$ cat config.mk
export PLATFORM = sky130hd
export DESIGN_NAME = operand_forward_unit
export DESIGN_NICKNAME = d
export VERILOG_FILES = /design/src/rtl/operand_forward_unit.sv
export SDC_FILE = /design/constraint.sdc
export NUM_CORES = 1
export LEC_CHECK = 0
export ABC_AREA = 0
export CELL_PAD_IN_SITES_DETAIL_PLACEMENT = 0
export CELL_PAD_IN_SITES_GLOBAL_PLACEMENT = 1
export CORE_AREA = 2 2 173 175
export DETAILED_ROUTE_END_ITERATION = 7
export DIE_AREA = 0 0 175 177
export GPL_TIMING_DRIVEN = 0
export PLACE_DENSITY_LB_ADDON = 0.1
export SETUP_SLACK_MARGIN = 0.02
export SLEW_MARGIN = 0
export SYNTH_ARGS = -nofsm -noshare
export SYNTH_HDL_FRONTEND = slang
export SYNTH_SLANG_ARGS = --single-unit
$ cat constraint.sdc
create_clock -name clk -period 2.45 [get_ports clk]
set_input_delay 0.245 -clock clk [delete_from_list [all_inputs] [get_ports clk]]
set_output_delay 0.245 -clock clk [all_outputs]
set_load 0.01 [all_outputs]
$ cat src/rtl/operand_forward_unit.sv
// EX-stage operand forwarding plus load-use stall control with a saturating stall counter.
// Optional one-entry register-file write bypass is enabled by defining OPFWD_RF_BYPASS_EN.
module operand_forward_unit #(
    parameter int DATA_W       = 64,
    parameter int REG_ADDR_W   = 5,
    parameter int STALL_CYCLES = 1,
    parameter int CNT_W        = 16
) (
    input  logic                  clk,
    input  logic                  reset,
    input  logic                  id_valid,
    input  logic [REG_ADDR_W-1:0] rs1_id,
    input  logic [REG_ADDR_W-1:0] rs2_id,
    input  logic                  uses_rs2_id,
    input  logic [REG_ADDR_W-1:0] rd_idex,
    input  logic                  memread_idex,
    input  logic                  regwrite_idex,
    input  logic [REG_ADDR_W-1:0] rs1_idex,
    input  logic [REG_ADDR_W-1:0] rs2_idex,
    input  logic [DATA_W-1:0]     read_data1_idex,
    input  logic [DATA_W-1:0]     read_data2_idex,
    input  logic [REG_ADDR_W-1:0] rd_exmem,
    input  logic                  regwrite_exmem,
    input  logic [DATA_W-1:0]     result_exmem,
    input  logic [REG_ADDR_W-1:0] rd_memwb,
    input  logic                  regwrite_memwb,
    input  logic [DATA_W-1:0]     wb_data_memwb,
    output logic [1:0]            forward_a,
    output logic [1:0]            forward_b,
    output logic [DATA_W-1:0]     operand_a,
    output logic [DATA_W-1:0]     operand_b,
    output logic                  stall,
    output logic                  bubble_idex,
    output logic [CNT_W-1:0]      stall_total
);

    localparam logic [REG_ADDR_W-1:0] ZERO_REG_C  = {REG_ADDR_W{1'b0}};
    localparam logic [3:0]            HOLD_INIT_C = 4'((STALL_CYCLES > 1) ? (STALL_CYCLES - 2) : 0);
    localparam logic                  MULTI_C     = 1'((STALL_CYCLES > 1) ? 1 : 0);
    localparam logic [CNT_W-1:0]      CNT_MAX_C   = {CNT_W{1'b1}};
    localparam logic [CNT_W-1:0]      CNT_ONE_C   = {{(CNT_W-1){1'b0}}, 1'b1};

    typedef enum logic [0:0] {
        ST_RUN  = 1'b0,
        ST_HOLD = 1'b1
    } state_t;

    // A producer forwards only when it writes a real (non-x0) register matching the source.
    function automatic logic fwd_match_f(input logic                  wr_en,
                                         input logic [REG_ADDR_W-1:0] rd,
                                         input logic [REG_ADDR_W-1:0] rs);
        return wr_en && (rd != ZERO_REG_C) && (rd == rs);
    endfunction

    logic              ex_hit_a_s, ex_hit_b_s, wb_hit_a_s, wb_hit_b_s;
    logic              byp_hit_a_s, byp_hit_b_s;
    logic [DATA_W-1:0] byp_data_s;
    logic              hazard_s;
    logic              stall_s;
    state_t            state_r, state_s;
    logic [3:0]        cnt_r, cnt_s;
    logic [CNT_W-1:0]  stall_total_r;

    assign ex_hit_a_s = fwd_match_f(regwrite_exmem, rd_exmem, rs1_idex);
    assign ex_hit_b_s = fwd_match_f(regwrite_exmem, rd_exmem, rs2_idex);
    assign wb_hit_a_s = fwd_match_f(regwrite_memwb, rd_memwb, rs1_idex);
    assign wb_hit_b_s = fwd_match_f(regwrite_memwb, rd_memwb, rs2_idex);

`ifdef OPFWD_RF_BYPASS_EN
    logic                  byp_valid_r;
    logic [REG_ADDR_W-1:0] byp_rd_r;
    logic [DATA_W-1:0]     byp_data_r;

    // Capture the value retiring to the register file so a same-cycle read can still see it.
    always_ff @(posedge clk or posedge reset) begin
        if (reset) begin
            byp_valid_r <= 1'b0;
            byp_rd_r    <= ZERO_REG_C;
            byp_data_r  <= {DATA_W{1'b0}};
        end else if (regwrite_memwb && (rd_memwb != ZERO_REG_C)) begin
            byp_valid_r <= 1'b1;
            byp_rd_r    <= rd_memwb;
            byp_data_r  <= wb_data_memwb;
        end
    end

    assign byp_hit_a_s = byp_valid_r && (byp_rd_r == rs1_idex);
    assign byp_hit_b_s = byp_valid_r && (byp_rd_r == rs2_idex);
    assign byp_data_s  = byp_data_r;
`else
    assign byp_hit_a_s = 1'b0;
    assign byp_hit_b_s = 1'b0;
    assign byp_data_s  = {DATA_W{1'b0}};
`endif

    // Operand A source select: EX/MEM beats MEM/WB beats retired bypass beats regfile.
    always_comb begin
        forward_a = 2'b00;
        operand_a = read_data1_idex;
        if (ex_hit_a_s) begin
            forward_a = 2'b10;
            operand_a = result_exmem;
        end else if (wb_hit_a_s) begin
            forward_a = 2'b01;
            operand_a = wb_data_memwb;
        end else if (byp_hit_a_s) begin
            forward_a = 2'b11;
            operand_a = byp_data_s;
        end else begin
            forward_a = 2'b00;
            operand_a = read_data1_idex;
        end
    end

    // Operand B source select, same priority as operand A.
    always_comb begin
        forward_b = 2'b00;
        operand_b = read_data2_idex;
        if (ex_hit_b_s) begin
            forward_b = 2'b10;
            operand_b = result_exmem;
        end else if (wb_hit_b_s) begin
            forward_b = 2'b01;
            operand_b = wb_data_memwb;
        end else if (byp_hit_b_s) begin
            forward_b = 2'b11;
            operand_b = byp_data_s;
        end else begin
            forward_b = 2'b00;
            operand_b = read_data2_idex;
        end
    end

    assign hazard_s = id_valid && memread_idex && regwrite_idex && (rd_idex != ZERO_REG_C) &&
                      ((rd_idex == rs1_id) || (uses_rs2_id && (rd_idex == rs2_id)));

    // Stall sequencer state register.
    always_ff @(posedge clk or posedge reset) begin
        if (reset) begin
            state_r <= ST_RUN;
            cnt_r   <= 4'd0;
        end else begin
            state_r <= state_s;
            cnt_r   <= cnt_s;
        end
    end

    // Stall sequencer next state; hazards seen while holding are absorbed, not re-armed.
    always_comb begin
        state_s = state_r;
        cnt_s   = cnt_r;
        stall_s = 1'b0;
        case (state_r)
            ST_RUN: begin
                stall_s = hazard_s;
                if (hazard_s && MULTI_C) begin
                    state_s = ST_HOLD;
                    cnt_s   = HOLD_INIT_C;
                end else begin
                    state_s = ST_RUN;
                    cnt_s   = cnt_r;
                end
            end
            ST_HOLD: begin
                stall_s = 1'b1;
                if (cnt_r == 4'd0) begin
                    state_s = ST_RUN;
                    cnt_s   = 4'd0;
                end else begin
                    state_s = ST_HOLD;
                    cnt_s   = cnt_r - 4'd1;
                end
            end
            default: begin
                state_s = ST_RUN;
                cnt_s   = 4'd0;
                stall_s = 1'b0;
            end
        endcase
    end

    // Reset must silence the hazard path immediately, not only after the next edge.
    assign stall       = stall_s & ~reset;
    assign bubble_idex = stall_s & ~reset;

    // Saturating stalled-cycle counter for performance monitoring.
    always_ff @(posedge clk or posedge reset) begin
        if (reset) begin
            stall_total_r <= {CNT_W{1'b0}};
        end else if (stall_s && (stall_total_r != CNT_MAX_C)) begin
            stall_total_r <= stall_total_r + CNT_ONE_C;
        end
    end

    assign stall_total = stall_total_r;

endmodule
# Word-level counts from Yosys, hierarchy flattened
# Index checks and enable logic that the tools add are counted.
# totals
reg_bits,21
latchBits,0
ram_bits,0
rom_bits,0
input_bits,299
out_inout_bits,150
wordCells,45
n_memories,0
# classes
add_sub_neg,2
multipliers,0
n_div,0
magnitude_cmp,0
n_eq_ne,7
shifts,0
mux,13
bitwise_logic,3
n_reduce_logical,17
# op_table
cell,count
64-bit two-way mux,4
5-bit equality test,6
"16-bit by 1-bit adder with 16-bit output, second input constant",1
"16-bit != test, second input constant",1
5-bit nonzero test,3
1-bit logical AND,12
4-bit two-way mux,2
4-bit zero test,1
2-bit two-way mux,2
1-bit one-hot mux with 2 select lines,2
"4-bit by 1-bit subtractor with 4-bit output, second input constant",1
1-bit two-way mux,3
1-bit NOT,2
1-bit AND,1
1-bit logical OR,1

# Depth between registers and ports, before layout
# logic_depth
word_depth,6
ltp_mapped,7
mapped_depth_nobuf,7

# Worst setup path before layout
# Ideal clock, no wire load.
# synth_path
path_kind,register to register
startpoint,reg stall_total_r[0] (netlist: stall_total[0])
endpoint,reg stall_total_r[1] (netlist: stall_total[1])
setup_time_ns,0.128
t_arrival_ns,1.810
t_required_ns,2.322
path_slack_ns,0.512
path_stages_with_launch,7
path_buffers,0
synth_period_minus_slack_ns,1.938
cell_sequence,dfrtp_1 -> ha_1 -> and3_1 -> and3_1 -> nand3_1 -> a31oi_4 -> mux2_1
# synth_between
elab_chain_len,2
word_cells_on_any_way,3
classes_between,add/sub: 1; eq/ne: 1; reduce/logical: 1
# synth_rtl
item,line_no,text
"start, declared",62,logic [CNT_W-1:0] stall_total_r;
"start signal, assigned",189,stall_total_r <= {CNT_W{1'b0}};
"start signal, assigned",191,stall_total_r <= stall_total_r + CNT_ONE_C;
branches (longest 2 deep; another with 16-bit by 1-bit adder with 16-bit output),-,
# Several ways; the timed one is not identified.
# A chain may end at the register's enable or synchronous reset.

# Worst setup path after layout
# layout_path
startpoint,in rd_exmem[2]
endpoint,out forward_a[1]
# layout_between
elab_chain_len,4
word_cells_on_any_way,5
classes_between,eq/ne: 1; mux: 1; reduce/logical: 3
# layout_rtl
item,line_no,text
"start, declared",22,"input logic [REG_ADDR_W-1:0] rd_exmem,"
5-bit nonzero test,52,return wr_en && (rd != ZERO_REG_C) && (rd == rs);
1-bit logical AND,52,
1-bit logical AND (*),52,
named net ex_hit_a_s,55,"logic ex_hit_a_s, ex_hit_b_s, wb_hit_a_s, wb_hit_b_s;"
2-bit two-way mux (*),100,if (ex_hit_a_s) begin
"end, declared",28,"output logic [1:0] forward_a,"
# The timed path passes the listed nets; every way through them passes the cells marked *.

==> metrics list <==
- Site Rows: 63
- Compared with the post-synthesis result, the final layout area differs by 130.9%.
- The congestion estimate from routability-driven global placement came to approximately 0.85.
* Global-route wire length before repair: roughly 43000 µm
- In this run the deepest clock path goes through 2 buffers.
* Final Cell Area: 9449 µm²
- Of the cells placed in the final design, the portion with a size suffix greater than 1 is between 20% and 30%.
* Total CTS buffers: 3
- Across the whole layout, storage elements account for about 530 µm².
- The cell sitting at the root of the clock tree is a sky130_fd_sc_hd__clkbuf_16.
- Max Fanout on Critical Path: 10
- The clock drives 21 sinks.
- Across all layers, the routed design uses 6180 vias.
- Hold_buf cts: 0
* Global-route usage over all layers: 18.32%
* Post-Route Utilization: about 32%
- Total area of multi-input combinational cells: 3401 µm²
- Quantity of I/O buffers inserted on ports: between 400 and 500
- Final Net Count: 1367
- PD cells: ~210 nW/µm²
- Area of the mapped netlist: about 4100 µm²
- Beginning of the critical path: rd_exmem[2]
- Smallest hold slack: between 400 and 500 ps
- Synthesis produced a netlist whose cell count is 578.
* Count of cells along the worst register-to-register path: 6
* Iteration count of the initial detailed-routing pass: 5
- Achievable frequency: 421.6 MHz
* Launching element type of the critical path: input pin
- Clock skew: 2.913 ps
- After filler insertion, the fill cell instance count of the layout stands at ~3200.
- The worst hold path belongs to the class flip-flop to flip-flop.
* Period utilization: 96.82%
- Entering global routing, the biggest net connects 22 pins.
* Sort of element at the end of the critical path: output pin
- Worst setup slack for register-to-register paths: 250 ps
- Setup repair after global routing left no endpoint under its margin.
* Htree depth: 1
* Minimum clock period: 2372 ps
- Count of boundary I/O pins: between 400 and 500
- Flip-flop and latch count after synthesis: 21
- Final Hold Fails: 0
- In this run the remaining antenna-violating nets after routing total 0.
* Final-layout setup total negative slack: 0 ps
* MaxCap Viol Count: 0
- After synthesis, the netlist uses 38 different library cells.
- Vertical extent of the die: about 180 µm
* Fraction of the yosys area taken by sequential cells: roughly an eighth
* Die ar.: 30980 µm²
- Max transition margin: a little over two fifths
- By area the synthesized netlist is led by sky130_fd_sc_hd__mux2i_1 32%, sky130_fd_sc_hd__o21ai_1 16%, sky130_fd_sc_hd__nand2_1 13%, sky130_fd_sc_hd__dfrtp_1 13%, sky130_fd_sc_hd__xnor2_1 5.1%.
* Wire length reported by the detailed router: 29930 µm
- The design draws 1.950 mW.
- Residual DRC: 0
- The worst-case IR drop observed on VDD is between 200 and 250 µV.
- Yosys printed 0 warnings.
- In this run the critical register-to-register path is launched from stall_total[0].
- The total area inside the core boundary comes to slightly below 30000 µm².
* Synth top area share: between 30% and 40%
- TritonCTS built the clock tree.
- The endpoint identified for the worst register-to-register timing path is stall_total[1].
- Data on the critical path is required at its endpoint by between 2000 and 2500 ps.
- Mapped Nets: ~900
- A synthesized cell averages a little over 7 µm².
- Latest clock arrival within the worst-skew pair: roughly 250 ps
- Detailed Place HPWL: 24300 µm
- The final number of max-transition violations came to 0.
- Global routing finished with a remaining overflow of 0.
* Worst slew pin tran: around 840 ps
- After detailed routing, the number of vias per cell comes to ~4.2.
* Clk pin slew, worst setup/hold paths: around 60 ps
* Largest area contributor in the netlist: sky130_fd_sc_hd__mux2i_1
* Mean routed wirelength per cell: just over 20 µm
- The initial utilization of the core area, before any placement, comes to approximately 14%.
- Leakage power: 3.495 nW
* Count of routing violations after the opening detailed-route iteration: 286
* Run status: finished, final reports clean
- # setup viols final: 0
* Die X-Extent: around 180 µm
- Critical Path AT: between 2000 and 2500 ps
- Following the worst setup path forward leads to its endpoint at forward_a[1].
- Critical setup path kind: input pin to output pin
* Area post-placement: 9065 µm²
* Initial antenna violation count: 10
* Vias in the first global route: about 6500
==> kinds of logic after synthesis <==
group	synth area share, %
buffers and inverters	7.245
XOR/XNOR	8.560
AO/OA/AOI/OAI	19.08
adder cells (fa/ha/maj)	0.3057
flip-flops	12.84
multiplexers	32.10
AND/OR/NAND/NOR	19.87
==> sequential cells by signal (all words and copies together) (netlist names) <==
register,count
cnt_r,4
stall_total,16
state_r,1
==> worst min-delay path by stage <==
stage	start	to	depth (start not counted)
finish	cnt_r[0]	cnt_r[0]	2
CTS	cnt_r[0]	cnt_r[0]	2
floorplan	reset	cnt_r[0]	1
global placement	cnt_r[0]	cnt_r[0]	2
global route	cnt_r[0]	cnt_r[0]	2
detailed placement	cnt_r[0]	cnt_r[0]	2
==> final cells by class <==
type / instances / area share (%)
clock buffers: 4 / 0.8342
repair buffers: 484 / 45.03
diodes: 9 / 0.2383
inverters: 5 / 0.1986
multi-input cells: 507 / 35.99
plain buffers: 45 / 6.978
flip-flops and latches: 21 / 5.561
well taps: 390 / 5.164
==> layout by cell type, fill, tap and decap left out, types with 3 or more instances in the layout <==
| cell type | Yosys | final |
|---|---|---|
| sky130_fd_sc_hd__and3_1 | 3 | 3 |
| sky130_fd_sc_hd__buf_12 | 0 | 9 |
| sky130_fd_sc_hd__buf_2 | 6 | 113 |
| sky130_fd_sc_hd__buf_4 | 3 | 33 |
| sky130_fd_sc_hd__buf_6 | 12 | 13 |
| sky130_fd_sc_hd__buf_8 | 0 | 4 |
| sky130_fd_sc_hd__clkbuf_16 | 0 | 12 |
| sky130_fd_sc_hd__clkbuf_2 | 0 | 8 |
| sky130_fd_sc_hd__clkbuf_4 | 0 | 6 |
| sky130_fd_sc_hd__clkbuf_8 | 0 | 10 |
| sky130_fd_sc_hd__clkdlybuf4s15_1 | 0 | 8 |
| sky130_fd_sc_hd__clkdlybuf4s15_2 | 0 | 9 |
| sky130_fd_sc_hd__clkdlybuf4s50_1 | 0 | 293 |
| sky130_fd_sc_hd__dfrtp_1 | 21 | 21 |
| sky130_fd_sc_hd__diode_2 | 0 | 9 |
| sky130_fd_sc_hd__dlygate4sd2_1 | 0 | 10 |
| sky130_fd_sc_hd__dlymetal6s2s_1 | 0 | 3 |
| sky130_fd_sc_hd__inv_1 | 5 | 5 |
| sky130_fd_sc_hd__mux2i_1 | 129 | 125 |
| sky130_fd_sc_hd__mux2i_2 | 0 | 3 |
| sky130_fd_sc_hd__nand2_1 | 142 | 142 |
| sky130_fd_sc_hd__nand3_1 | 13 | 13 |
| sky130_fd_sc_hd__nor2_1 | 8 | 7 |
| sky130_fd_sc_hd__nor3_1 | 7 | 7 |
| sky130_fd_sc_hd__nor4_1 | 5 | 3 |
| sky130_fd_sc_hd__nor4_4 | 0 | 4 |
| sky130_fd_sc_hd__o21ai_1 | 129 | 125 |
| sky130_fd_sc_hd__o21ai_2 | 1 | 3 |
| sky130_fd_sc_hd__o22a_1 | 3 | 3 |
| sky130_fd_sc_hd__xnor2_1 | 24 | 24 |
| sky130_fd_sc_hd__xor2_1 | 16 | 16 |
==> worst max-delay path, stage by stage <==
cell	delay (ps)
sky130_fd_sc_hd__clkdlybuf4s15_2	220
sky130_fd_sc_hd__or4_4	550
sky130_fd_sc_hd__o21ai_4	200
sky130_fd_sc_hd__nor4_4	70
sky130_fd_sc_hd__buf_4	160
sky130_fd_sc_hd__buf_6	140
sky130_fd_sc_hd__buf_6	150
sky130_fd_sc_hd__buf_4	130
sky130_fd_sc_hd__dlygate4sd2_1	270
==> power by group <==
part / leakage [nW] / internal (mW) / switching [mW]
Sequential: 0.282 / 0.355 / 0.0125
Clock: 0.0382 / 0.222 / 0.125
Combinational: 3.17 / 0.735 / 0.501
==> repair_timing <==
item	4_1_cts	5_1_grt
pin swaps	15	15
resized for setup	654	33
gates cloned	4	2
endpoints found under the setup margin	134	75
setup buffers	29	3
==> synthesized netlist by cell type, drive strengths merged <==
cell type,count
nand2b,1
o31a,1
dfrtp,21
xor2,16
nor3b,2
o21ai,132
a31oi,2
ha,1
nor3,8
nand2,142
nand3,13
a21o,1
nand4,1
or4,2
a21oi,3
and3,3
mux2i,129
buf,22
xnor2,24
o22ai,1
nor2,8
nor2b,2
inv,5
nor4,7
or4b,1
clkbuf,23
mux2,2
o22a,3
a21boi,2
==> routing by layer <==
metal / part of all wire, % / global-route usage, %
met1: 40 / 21.77
met2: 51 / 33.63
met3: 7.6 / 4.360
met4: 1.3 / 3.368
met5: 0.11 / 0
==> through the flow <==
step / instances / setup WS, ps
after floorplan: 578 / 512.0
after global placement: 1416 / -1431
after detailed placement: 1416 / -1443
after CTS: 1453 / -7.806
after global routing: 1463 / 20.38
final: 1465 / 77.88
(Power assumes the default switching activity.)
